**src/rtl/press_classifier_pkg.sv**
```systemverilog
// Shared types and default thresholds for the press_classifier block.
package press_classifier_pkg;

  typedef enum logic [2:0] {
    ST_IDLE   = 3'd0,
    ST_PRESS1 = 3'd1,
    ST_LONG   = 3'd2,
    ST_GAP    = 3'd3,
    ST_PRESS2 = 3'd4
  } state_e;

  localparam int unsigned DEF_CNT_W        = 12;
  localparam int unsigned DEF_LONG_TICKS   = 1000;
  localparam int unsigned DEF_DOUBLE_TICKS = 250;
  localparam int unsigned DEF_REPEAT_TICKS = 100;

  function automatic int unsigned max3(input int unsigned a, input int unsigned b,
                                       input int unsigned c);
    int unsigned m;
    m = (a > b) ? a : b;
    return (m > c) ? m : c;
  endfunction

endpackage

```
**src/rtl/press_classifier_tick_counter.sv**
```systemverilog
// Saturating tick counter with synchronous clear; clear wins over enable.
module tick_counter
  import press_classifier_pkg::*;
#(
  parameter int unsigned W = DEF_CNT_W
) (
  input  logic         clk,
  input  logic         rst_n,
  input  logic         clear,
  input  logic         en,
  output logic [W-1:0] cnt
);

  logic [W-1:0] cnt_q;
  logic [W-1:0] cnt_d;

  always_comb begin
    cnt_d = cnt_q;
    if (clear) begin
      cnt_d = {W{1'b0}};
    end else if (en && (cnt_q != {W{1'b1}})) begin
      cnt_d = cnt_q + W'(1);
    end else begin
      cnt_d = cnt_q;
    end
  end

  always_ff @(posedge clk or negedge rst_n) begin
    if (!rst_n) begin
      cnt_q <= {W{1'b0}};
    end else begin
      cnt_q <= cnt_d;
    end
  end

  assign cnt = cnt_q;

endmodule

```
**src/rtl/press_classifier.sv**
```systemverilog
// Classifies debounced button activity into short/double/long/repeat event pulses.
// Optional auto-repeat in the LONG state is enabled by defining AUTOREPEAT_EN.
module press_classifier
  import press_classifier_pkg::*;
#(
  parameter int unsigned CNT_W        = DEF_CNT_W,
  parameter int unsigned LONG_TICKS   = DEF_LONG_TICKS,
  parameter int unsigned DOUBLE_TICKS = DEF_DOUBLE_TICKS,
  parameter int unsigned REPEAT_TICKS = DEF_REPEAT_TICKS
) (
  input  logic clk,
  input  logic rst_n,
  input  logic tick,
  input  logic level,
  output logic short_press,
  output logic double_press,
  output logic long_press,
  output logic repeat_press,
  output logic busy
);

  localparam logic [CNT_W-1:0] LONG_LAST   = CNT_W'(LONG_TICKS - 1);
  localparam logic [CNT_W-1:0] DOUBLE_LAST = CNT_W'(DOUBLE_TICKS - 1);

  if ((max3(LONG_TICKS, DOUBLE_TICKS, REPEAT_TICKS) > ((64'd1 << CNT_W) - 64'd1)) ||
      (LONG_TICKS < 1) || (DOUBLE_TICKS < 1) || (REPEAT_TICKS < 1)) begin : g_bad_params
    $error("press_classifier: thresholds must be >= 1 and fit in CNT_W bits");
  end

  state_e           state_q, state_d;
  logic             level_q, level_d;
  logic             busy_q, busy_d;
  logic             short_q, short_d;
  logic             double_q, double_d;
  logic             long_q, long_d;
  logic             rep_hit;
  logic             cnt_clear;
  logic             rise, fall;
  logic [CNT_W-1:0] cnt;

  assign level_d = level;
  assign rise    = level & ~level_q;
  assign fall    = ~level & level_q;

  tick_counter #(.W(CNT_W)) u_tick_counter (
    .clk   (clk),
    .rst_n (rst_n),
    .clear (cnt_clear),
    .en    (tick),
    .cnt   (cnt)
  );

  // Edges are tested before terminal ticks so a coincident edge always wins.
  always_comb begin
    state_d  = state_q;
    short_d  = 1'b0;
    double_d = 1'b0;
    long_d   = 1'b0;
    rep_hit  = 1'b0;
    case (state_q)
      ST_IDLE: begin
        if (rise) state_d = ST_PRESS1;
        else      state_d = ST_IDLE;
      end
      ST_PRESS1: begin
        if (fall) begin
          state_d = ST_GAP;
        end else if (tick && (cnt == LONG_LAST)) begin
          state_d = ST_LONG;
          long_d  = 1'b1;
        end else begin
          state_d = ST_PRESS1;
        end
      end
      ST_LONG: begin
        if (fall) begin
          state_d = ST_IDLE;
        end else begin
          state_d = ST_LONG;
`ifdef AUTOREPEAT_EN
          if (tick && (cnt == CNT_W'(REPEAT_TICKS - 1))) rep_hit = 1'b1;
          else                                           rep_hit = 1'b0;
`endif
        end
      end
      ST_GAP: begin
        if (rise) begin
          state_d = ST_PRESS2;
        end else if (tick && (cnt == DOUBLE_LAST)) begin
          state_d = ST_IDLE;
          short_d = 1'b1;
        end else begin
          state_d = ST_GAP;
        end
      end
      ST_PRESS2: begin
        if (fall) begin
          state_d  = ST_IDLE;
          double_d = 1'b1;
        end else begin
          state_d = ST_PRESS2;
        end
      end
      default: begin
        state_d = ST_IDLE;
      end
    endcase
    busy_d    = (state_d != ST_IDLE);
    cnt_clear = (state_d != state_q) | rep_hit;
  end

  always_ff @(posedge clk or negedge rst_n) begin
    if (!rst_n) begin
      state_q  <= ST_IDLE;
      level_q  <= 1'b0;
      busy_q   <= 1'b0;
      short_q  <= 1'b0;
      double_q <= 1'b0;
      long_q   <= 1'b0;
    end else begin
      state_q  <= state_d;
      level_q  <= level_d;
      busy_q   <= busy_d;
      short_q  <= short_d;
      double_q <= double_d;
      long_q   <= long_d;
    end
  end

`ifdef AUTOREPEAT_EN
  logic repeat_q;

  always_ff @(posedge clk or negedge rst_n) begin
    if (!rst_n) begin
      repeat_q <= 1'b0;
    end else begin
      repeat_q <= rep_hit;
    end
  end

  assign repeat_press = repeat_q;
`else
  assign repeat_press = 1'b0;
`endif

  assign short_press  = short_q;
  assign double_press = double_q;
  assign long_press   = long_q;
  assign busy         = busy_q;

endmodule

```
**config.mk**
```make
export PLATFORM = sky130hd
export DESIGN_NAME = press_classifier
export DESIGN_NICKNAME = d
export VERILOG_FILES = /design/src/rtl/press_classifier_pkg.sv /design/src/rtl/press_classifier_tick_counter.sv /design/src/rtl/press_classifier.sv
export SDC_FILE = /design/constraint.sdc
export NUM_CORES = 1
export LEC_CHECK = 0
export ABC_CLOCK_PERIOD_IN_PS = 3000
export BUFFER_PORTS_ARGS = -buffer_cell sky130_fd_sc_hd__buf_4
export CAP_MARGIN = 20
export CORE_ASPECT_RATIO = 1.4
export CORE_UTILIZATION = 56
export CTS_CLUSTER_SIZE = 8
export DETAILED_ROUTE_END_ITERATION = 8
export MAX_ROUTING_LAYER = met4
export PLACE_DENSITY = 0.81
export SLEW_MARGIN = 20
export SYNTH_ARGS = -nofsm -noshare
export SYNTH_HDL_FRONTEND = slang
export SYNTH_SLANG_ARGS = --single-unit
```
**constraint.sdc**
```tcl
create_clock -name clk -period 3 [get_ports clk]
set_input_delay 0.75 -clock clk [delete_from_list [all_inputs] [get_ports clk]]
set_output_delay 0.75 -clock clk [all_outputs]
set_load 0.01 [all_outputs]
```
==> flow_metrics.py, run 1 <==
metrics = {
    "synthesis": {
        "ys.flop_type": "dfrtp_1",
        "avgSynthCellArea_um2": 9.24,
        "syn-instance-count": 124,
        "ys_seq_area_frac": 0.437,
        "synth_seq_cells": 20,
        "async_flop_share": 1.00,
        "synth_warnings": 0,
        "syn_area_um2": 1150,
        "synth_edf_count": 0,
        "synth_fp_nets": 130,
        "synth.distinct_cells": 39,
    },
    "setup_path": {
        "cp-start-kind": "primary input",
        "r2r-end": "u_tick_counter.cnt[2]$_DFFE_PN0P_",
        "cp_max_fo": 12,
        "worstPathArrival_ps": 2390,
        "cp_top_family": "simple AND/OR/NAND/NOR gates",
        "worstPathRequired_ps": 3200,
        "r2r_start": "u_tick_counter.cnt[10]$_DFFE_PN0P_",
        "r2r_cells": 6,
        "crit_top_cell": "buf_4",
        "cp.depth": 7,
        "critPathBufInv": 2,
        "r2r_setup_slack_ps": 900,
        "end_kind": "register",
        "cpMaxStageDelayCell": "or4_4",
        "cpPeakStageDelay_ps": 540,
        "path_cells": "buf_4 -> or3b_1 -> or4_4 -> nor2b_4 -> o221ai_2 -> buf_4 -> nor3_1",
        "crit_type": "primary input to register",
    },
    "timing": {
        "skew_ps": 3.60,
        "max_freq_mhz": 456,
        "setup_viol_count_final": 0,
        "fin_crit_ps": 2190,
        "tns_ps": 0,
        "fin_crit_sh": 0.731,
        "finalHoldViolCount": 0,
        "rsz0062_at_grt": "false",
        "slew_viol_final": 0,
    },
    "die": {
        "dieArea_um2": 2230,
        "die_x_um": 40.2,
        "rows": 19,
        "core_area_um2": 1950,
        "die-height_um": 55.5,
        "start_util": 0.588,
        "io-pin-count": 9,
    },
    "place": {
        "dpl_cell_area_um2": 1210,
        "port-buffer-count": 7,
        "dp_hpwl_mm": 1.55,
        "routabilityCongestion": 0.913,
    },
    "finish": {
        "multiInputGateArea_um2": 604,
        "antenna_cells": 0,
        "drive_gt1_frac": 0.145,
        "regArea_um2": 500,
        "final_net_count": 139,
        "syn2layout_area_growth_pct": 7.53,
        "final_area_um2": 1230,
        "fill_cells": 174,
    },
    "cts": {
        "ctsHoldBuffers": 0,
        "clock_sinks": 20,
        "cts_buffers": 3,
        "ctsHtreeMaxLevel": 1,
        "clk_latency_ps": 300,
        "clkTransAtPathRegs_ps": 100,
        "ctsResizeCount": 0,
        "cts_tree": "done",
        "clockBufferDepth": 2,
        "cts_root_buffer": "clkbuf_4",
        "cts_setup_buffers": 0,
    },
    "power_and_ir_drop": {
        "pwr_density_cell_nw_per_um2": 606,
        "sw_frac_of_total": 0.373,
        "p_leak_nw": 0.526,
        "max-vdd-ir-drop_uv": 498,
        "finalPower_mw": 0.747,
        "power.share.sequential": 0.485,
        "power_frac_comb": 0.349,
        "p_sw_mw": 0.279,
        "p_int_mw": 0.468,
        "clockPowerShare": 0.166,
    },
    "drt": {
        "drt_first_pass_iters": 4,
        "vias_per_cell": 6.09,
        "wl_mm": 2.13,
        "detail-route-antenna-nets": 0,
        "drc_errors": 0,
        "wl_per_cell_um": 14.0,
        "vias": 925,
        "dr.first_iter.drc_count": 22,
    },
    "grt": {
        "grt_start_max_net_pins": 21,
        "grt_pass1_vias": 891,
        "gr-total-overflow": 0,
        "grt.total_usage": 0.231,
        "grt_first_pass_wirelength_mm": 3.51,
        "antenna_found_initial": 0,
    },
    "min_path": {
        "hp-class": "primary input to asynchronous set/reset pin",
    },
    "run": {
        "maxCapViolations": 0,
    },
    "status": {
        "status": "finished, final reports clean",
    },
}
==> cell usage in the layout (no fill, tap or decap), types with 2 or more instances in the layout <==
cell type   n
nand3b_1    2
nor4_1      4
xor2_1      4
a31oi_1     2
a21oi_1     5
o21ai_0     3
nand2_1     9
dfrtp_1    20
xnor2_1     6
ha_1        2
buf_4       9
nand2b_1    4
inv_1       3
nor3_1      2
nand4_1     5
a211oi_1    2
clkbuf_4    3
and3_1      2
and4_1      2
nand3_1     4
nor2_1     20
nor2b_1     2
==> final cells by class <==
cell class / count / share of cell area
Multi-Input combinational cell: 96 / 0.490
Sequential cell: 20 / 0.406
Timing Repair Buffer: 9 / 0.0548
Tap cell: 21 / 0.0213
Clock buffer: 3 / 0.0183
Inverter: 3 / 0.00914
==> cells in the mapped netlist (2+ instances only) <==
cell       n  share of area
o21ai_0    3          0.013
dfrtp_1   20           0.44
nor3_1     2         0.0087
a21oi_1    5          0.022
ha_1       2          0.022
nand2b_1   4          0.022
and4_1     2          0.015
nor2_1    20          0.066
xnor2_1    6          0.046
nor4_1     4          0.022
nand4_1    5          0.027
and3_1     2          0.011
a31oi_1    2          0.011
nor2b_1    2          0.011
clkbuf_1   3         0.0098
a211oi_1   2          0.013
nand3_1    4          0.017
nand3b_1   2          0.013
xor2_1     4          0.031
inv_1      3         0.0098
nand2_1    9          0.029
==> sequential cells by signal, summed over array words and instances, names as in the netlist <==
signal,count
busy,1
state_q,3
level_q,1
short_press,1
long_press,1
u_tick_counter.cnt,12
double_press,1
==> how the worst max path moves through the flow <==
stage,from,endpoint
CTS,tick,u_tick_counter.cnt[1]$_DFFE_PN0P_
floorplan,tick,u_tick_counter.cnt[8]$_DFFE_PN0P_
finish,tick,u_tick_counter.cnt[2]$_DFFE_PN0P_
global placement,tick,u_tick_counter.cnt[2]$_DFFE_PN0P_
global route,tick,u_tick_counter.cnt[1]$_DFFE_PN0P_
detailed placement,tick,u_tick_counter.cnt[2]$_DFFE_PN0P_
==> cell families after synthesis <==
logic type	count (synthesis)	share of synthesized area
fa+ha+maj	2	0.0218
compound gates	17	0.102
other cells	1	0.00327
simple gates	66	0.324
flops	20	0.437
buf+inv	8	0.0360
xor+xnor	10	0.0764
==> stage by stage <==
| step | std cells | hold slack (ps) | utilization | worst slack, ps |
|---|---|---|---|---|
| finish | 152 | 300 | 0.632 | 806 |
| global route | 152 | 315 | 0.632 | 748 |
| CTS | 152 | 306 | 0.632 | 819 |
| detailed placement | 149 | 522 | 0.621 | 495 |
| global placement | 149 | 504 | 0.621 | 537 |
| floorplan | 124 | 454 | - | 700 |
==> power groups by stage <==
stage	clock [mW]	sequential, mW	combinational, mW
finish	0.124	0.362	0.261
global route	0.136	0.372	0.288
CTS	0.129	0.362	0.259
detailed placement	0	0.367	0.257
global placement	0	0.363	0.250
floorplan	0	0.348	0.218
==> per-layer routing <==
metal	track usage	vias up	part of all wire
met5	-	-	0
met3	0.0482	12	0.039
met4	0.124	0	0.040
li1	-	450	-
met1	0.249	435	0.40
met2	0.373	28	0.52
Power figures use the tool's default switching activity.
==> run 2: changes to the inputs <==
--- a/config.mk
+++ b/config.mk
@@ -5,15 +5,16 @@
 export SDC_FILE = /design/constraint.sdc
 export NUM_CORES = 1
 export LEC_CHECK = 0
-export ABC_CLOCK_PERIOD_IN_PS = 3000
+export ABC_AREA = 1
+export ABC_CLOCK_PERIOD_IN_PS = 2000
 export BUFFER_PORTS_ARGS = -buffer_cell sky130_fd_sc_hd__buf_4
 export CAP_MARGIN = 20
 export CORE_ASPECT_RATIO = 1.4
-export CORE_UTILIZATION = 56
+export CORE_UTILIZATION = 52
 export CTS_CLUSTER_SIZE = 8
 export DETAILED_ROUTE_END_ITERATION = 8
 export MAX_ROUTING_LAYER = met4
-export PLACE_DENSITY = 0.81
+export PLACE_DENSITY = 0.8
 export SLEW_MARGIN = 20
 export SYNTH_ARGS = -nofsm -noshare
 export SYNTH_HDL_FRONTEND = slang
==> constraint.sdc (replaced) <==
create_clock -name clk -period 2 [get_ports clk]
set_input_delay 0.5 -clock clk [delete_from_list [all_inputs] [get_ports clk]]
set_output_delay 0.5 -clock clk [all_outputs]
set_load 0.01 [all_outputs]
==> flow_metrics.py, run 2 <==
metrics = {
    "timing": {
        "max_freq_mhz": 586,
        "fin_crit_sh": 0.853,
        "finalHoldViolCount": 0,
        "tns_ps": 0,
        "fin_crit_ps": 1710,
        "setup_viol_count_final": 0,
        "rsz0062_at_grt": "false",
        "skew_ps": 7.56,
        "hold_ws_ps": 37.7,
        "slew_viol_final": 0,
    },
    "place": {
        "dp_hpwl_mm": 1.65,
        "port-buffer-count": 7,
        "routabilityCongestion": 0.814,
    },
    "synthesis": {
        "synth-compound-area-share": 0.0483,
        "yosys-top-cells-area": "dfrtp_1 45%, nor2_1 11%, nand2_1 10%",
        "synthMostInstantiatedCell": "nor2_1",
        "synth_xor_area_frac": 0.0551,
        "async_flop_share": 1.00,
        "synth_seq_cells": 20,
        "synthSimpleGateAreaFrac": 0.327,
        "synthAdderAreaFrac": 0.0225,
        "ys_seq_area_frac": 0.449,
        "synth_fp_nets": 154,
        "synth_top_area_frac": 0.449,
        "ys.flop_type": "dfrtp_1",
        "syn_area_um2": 1110,
        "synth_largest_area_cell": "dfrtp_1",
        "synth_top_family_by_area": "simple AND/OR/NAND/NOR gates",
        "yosys-top-cells-count": "32 x nor2_1, 30 x nand2_1, 23 x inv_1, 20 x dfrtp_1, 10 x nand3_1",
        "synth_edf_count": 0,
        "synth_mux_area_frac": 0,
        "syn-instance-count": 148,
        "synth_warnings": 0,
        "synth.distinct_cells": 21,
        "avgSynthCellArea_um2": 7.52,
    },
    "cts": {
        "ctsHoldBuffers": 0,
        "clk_latency_ps": 320,
        "ctsResizeCount": 0,
        "clkTransAtPathRegs_ps": 120,
        "clockBufferDepth": 2,
        "ctsHtreeMaxLevel": 1,
        "clock_sinks": 20,
        "cts_root_buffer": "clkbuf_4",
        "cts_setup_buffers": 0,
        "cts_tree": "done",
        "cts_buffers": 3,
    },
    "finish": {
        "layout_commonest_cell": "nor2_1",
        "final_net_count": 164,
        "final_cell_mix": "32 x nor2_1, 30 x nand2_1, 23 x inv_1",
        "regArea_um2": 500,
        "fill_cells": 188,
        "syn2layout_area_growth_pct": 10.1,
        "drive_gt1_frac": 0.0955,
        "antenna_cells": 0,
        "multiInputGateArea_um2": 508,
        "largest_reg_flops": 12,
    },
    "setup_path": {
        "cp_max_fo": 12,
        "crit_type": "register to register",
        "end_kind": "register",
        "worstPathArrival_ps": 1950,
        "worstPathRequired_ps": 2250,
        "cp-start-kind": "register",
        "r2r_cells": 9,
    },
    "die": {
        "start_util": 0.558,
        "dieArea_um2": 2330,
        "die_x_um": 41.1,
        "io-pin-count": 9,
        "rows": 19,
        "core_area_um2": 2000,
        "die-height_um": 56.8,
    },
    "power_and_ir_drop": {
        "p_leak_nw": 0.587,
        "pwr_density_cell_nw_per_um2": 974,
        "max-vdd-ir-drop_uv": 813,
        "finalPower_mw": 1.19,
    },
    "drt": {
        "drt_first_pass_iters": 4,
        "wl_mm": 2.13,
        "wl_per_cell_um": 12.0,
        "drc_errors": 0,
        "dr.first_iter.drc_count": 12,
        "vias_per_cell": 5.45,
        "detail-route-antenna-nets": 0,
        "vias": 970,
    },
    "run": {
        "maxCapViolations": 0,
    },
    "grt": {
        "gr-total-overflow": 0,
        "grt.total_usage": 0.231,
        "grt_pass1_vias": 944,
        "grt_start_max_net_pins": 21,
        "grt_first_pass_wirelength_mm": 3.66,
        "antenna_found_initial": 0,
    },
    "status": {
        "status": "finished, final reports clean",
    },
    "min_path": {
        "hp-class": "primary input to asynchronous set/reset pin",
    },
}
## run 2: cell types whose count changed in the layout (fill, tap and decap cells not counted), sizes merged, moves of 3 or more
cell    delta
nand2     +22
inv       +20
nor2      +11
nand3      +7
xnor2      -5
a21oi      -4
nand2b     -4
nor4       -4
nor2b      -3
nor3       +3
## run 2: final timing paths
check | slack [ps] | from | endpoint
min in group clk | 300 | level | level_q$_DFF_PN0_
min | 40 | rst_n | state_q[0]$_DFF_PN0_
max reg2reg | 290 | u_tick_counter.cnt[0]$_DFFE_PN0P_ | u_tick_counter.cnt[0]$_DFFE_PN0P_
max in group asynchronous | 1750 | rst_n | state_q[2]$_DFF_PN0_
min reg2reg | 560 | u_tick_counter.cnt[9]$_DFFE_PN0P_ | u_tick_counter.cnt[9]$_DFFE_PN0P_
max | 290 | u_tick_counter.cnt[0]$_DFFE_PN0P_ | u_tick_counter.cnt[0]$_DFFE_PN0P_
## run 2: critical path, stage by stage (launching register included)
cell and delay (ps):
dfrtp_1 440, ha_1 220, nand2_1 70, nor2_1 40, nand3_1 120, nand2_1 120
nand2_1 90, o21bai_1 120, nand3_2 240, nor2_1 180
## run 2: metrics by stage
step                cell area [um2]   util  cells  setup slack (ps)
floorplan                      1110      -    148               507
global placement               1170  0.588    174               362
detailed placement             1170  0.588    174               283
CTS                            1230  0.614    178               299
global route                   1230  0.614    178              99.3
finish                         1230  0.614    178               294
## run 2: power by group
part / switching [mW] / leakage [nW] / internal, mW / total (mW)
clock: 0.134 / 0.0279 / 0.203 / 0.337
sequential: 0.0568 / 0.270 / 0.458 / 0.514
combinational: 0.227 / 0.290 / 0.116 / 0.343
total: 0.417 / 0.587 / 0.776 / 1.19
## run 2: cell families after synthesis
| family | after synthesis |
|---|---|
| AO/OA/AOI/OAI | 9 |
| XOR/XNOR | 7 |
| adder cells (fa/ha/maj) | 2 |
| buffers and inverters | 25 |
| flip-flops | 20 |
| other | 1 |
| AND/OR/NAND/NOR | 84 |
## run 2: final cells by class
type	count	area share
Clock buffer	3	0.0184
Clock inverter	1	0.0245
Inverter	23	0.0704
Multi-Input combinational cell	103	0.414
Sequential cell	20	0.408
Tap cell	21	0.0214
Timing Repair Buffer	7	0.0429
## run 2: metal layers
metal	wire length, um	part of all wire	GRT usage
met5	0	0	-
met4	52	0.024	0.106
met3	82	0.039	0.0435
met2	1110	0.52	0.382
met1	888	0.42	0.250
==> run 3: changes to the inputs <==
--- a/config.mk
+++ b/config.mk
@@ -6,15 +6,15 @@
 export NUM_CORES = 1
 export LEC_CHECK = 0
 export ABC_AREA = 1
-export ABC_CLOCK_PERIOD_IN_PS = 2000
+export ABC_CLOCK_PERIOD_IN_PS = 2160
 export BUFFER_PORTS_ARGS = -buffer_cell sky130_fd_sc_hd__buf_4
 export CAP_MARGIN = 20
 export CORE_ASPECT_RATIO = 1.4
-export CORE_UTILIZATION = 52
+export CORE_UTILIZATION = 56
 export CTS_CLUSTER_SIZE = 8
 export DETAILED_ROUTE_END_ITERATION = 8
 export MAX_ROUTING_LAYER = met4
-export PLACE_DENSITY = 0.8
+export PLACE_DENSITY = 0.81
 export SLEW_MARGIN = 20
 export SYNTH_ARGS = -nofsm -noshare
 export SYNTH_HDL_FRONTEND = slang
==> constraint.sdc (replaced) <==
create_clock -name clk -period 2.16 [get_ports clk]
set_input_delay 0.54 -clock clk [delete_from_list [all_inputs] [get_ports clk]]
set_output_delay 0.54 -clock clk [all_outputs]
set_load 0.01 [all_outputs]
==> flow_metrics.py, run 3 (same netlist as run 2, synthesis figures left out) <==
metrics = {
    "status": {
        "status": "finished, final reports clean",
    },
    "finish": {
        "final_net_count": 164,
        "layout_commonest_cell": "nor2_1",
        "largest_reg_flops": 12,
        "multiInputGateArea_um2": 508,
        "drive_gt1_frac": 0.0955,
        "final_cell_mix": "32 x nor2_1, 30 x nand2_1, 23 x inv_1",
        "fill_cells": 167,
        "antenna_cells": 0,
        "regArea_um2": 500,
        "syn2layout_area_growth_pct": 8.54,
        "fin_util": 0.663,
        "layout.cells.non_filler": 177,
    },
    "power_and_ir_drop": {
        "pwr_density_cell_nw_per_um2": 839,
        "p_leak_nw": 0.580,
        "max-vdd-ir-drop_uv": 556,
    },
    "cts": {
        "cts_tree": "done",
        "ctsHtreeMaxLevel": 1,
        "cts_root_buffer": "clkbuf_4",
        "clk_latency_ps": 310,
        "clkTransAtPathRegs_ps": 110,
        "ctsResizeCount": 0,
        "ctsHoldBuffers": 0,
        "clock_sinks": 20,
        "cts_setup_buffers": 0,
        "cts_buffers": 3,
        "clockBufferDepth": 2,
    },
    "place": {
        "routabilityCongestion": 0.839,
        "placedCellCount": 173,
        "dpl_worst_slack_ps": 366,
        "dp_hpwl_mm": 1.68,
        "port-buffer-count": 7,
    },
    "die": {
        "rows": 18,
        "start_util": 0.610,
        "die-height_um": 54.8,
        "die_x_um": 39.7,
        "dieArea_um2": 2170,
        "io-pin-count": 9,
        "core_area_um2": 1820,
    },
    "setup_path": {
        "path_cells": "ha_1 -> nand2_1 -> nor2_1 -> nand3_1 -> nand2_1 -> nand2_1 -> o21bai_1 -> nand3_2 -> nor2_1",
        "r2r_start": "u_tick_counter.cnt[0]$_DFFE_PN0P_",
        "crit_type": "register to register",
        "r2r_cells": 9,
        "worstPathRequired_ps": 2400,
        "end_kind": "register",
        "crit_path_end": "u_tick_counter.cnt[7]$_DFFE_PN0P_",
        "critPathLaunch": "u_tick_counter.cnt[0]$_DFFE_PN0P_",
        "cpPeakStageDelay_ps": 440,
        "crit_top_cell": "nand2_1",
        "cp_max_fo": 12,
        "r2r_setup_slack_ps": 410,
        "cpMaxStageDelayCell": "dfrtp_1",
        "r2r-end": "u_tick_counter.cnt[7]$_DFFE_PN0P_",
        "cp-start-kind": "register",
        "worstPathArrival_ps": 1990,
    },
    "min_path": {
        "hp-class": "primary input to asynchronous set/reset pin",
    },
    "drt": {
        "drt_first_pass_iters": 4,
        "met1_length_um": 866,
        "wl_mm": 2.14,
        "maxUsedRoutingLayer": "met4",
        "detail-route-antenna-nets": 0,
        "met2WireLength_mm": 1.16,
        "vias": 939,
        "met3_length_um": 81,
        "wl_per_cell_um": 12.1,
        "vias_per_cell": 5.31,
        "dr.first_iter.drc_count": 36,
        "drc_errors": 0,
    },
    "timing": {
        "rsz0062_at_grt": "false",
        "hold_ws_ps": 83.2,
        "tns_ps": 0,
        "fin_crit_sh": 0.810,
        "slew_viol_final": 0,
        "fin_crit_ps": 1750,
        "skew_ps": 1.70,
        "fin_ws_ps": 410,
        "setup_viol_count_final": 0,
        "max_freq_mhz": 571,
        "finalHoldViolCount": 0,
    },
    "grt": {
        "gr-total-overflow": 0,
        "antenna_found_initial": 0,
        "grt.total_usage": 0.254,
        "grt_pass1_vias": 865,
        "grt_start_max_net_pins": 21,
        "grt_first_pass_wirelength_mm": 3.55,
    },
    "run": {
        "maxCapViolations": 0,
    },
}
run 3: cell count changes in the layout (fill, tap and decap cells not counted):
cell       previous run  this run
clkbuf_8              0         1
bufinv_16             1         0
run 3: area by class of cell:
class,count,share of cell area
multi-input combinational,103,0.420
clock buffer,4,0.0300
sequential,20,0.414
timing repair buffer,7,0.0435
inverter,23,0.0714
tap,20,0.0207
run 3: through the flow:
step	power, mW	cell area (um2)
after global placement	0.780	1170
after detailed placement	0.802	1170
final	1.01	1210
after CTS	1.02	1210
after global routing	1.08	1210
after floorplan	0.740	1110
run 3: worst min-delay path by stage:
stage,startpoint,to,slack [ps]
finish,rst_n,u_tick_counter.cnt[2]$_DFFE_PN0P_,80
floorplan,rst_n,busy$_DFF_PN0_,240
global route,rst_n,u_tick_counter.cnt[2]$_DFFE_PN0P_,100
global placement,rst_n,u_tick_counter.cnt[2]$_DFFE_PN0P_,430
CTS,rst_n,u_tick_counter.cnt[5]$_DFFE_PN0P_,90
detailed placement,rst_n,u_tick_counter.cnt[2]$_DFFE_PN0P_,430
run 3: critical path, delay by kind of cell (launching register included):
family,cells,cell delay (ps)
AOI/OAI and AO/OA,1,150
and+or+nand+nor,7,880
adders and majority gates,1,210
DFF,1,440
run 3: where the power goes:
part	switching, mW	total [mW]	internal, mW
Clock	0.120	0.223	0.103
Combinational	0.215	0.321	0.107
Sequential	0.0467	0.470	0.424
Total	0.381	1.01	0.634
run 3: layer usage:
| layer | vias up | GRT usage |
|---|---|---|
| met1 | 435 | 0.271 |
| met5 | - | - |
| met3 | 5 | 0.0610 |
| li1 | 476 | - |
| met4 | 0 | 0.0862 |
| met2 | 23 | 0.445 |
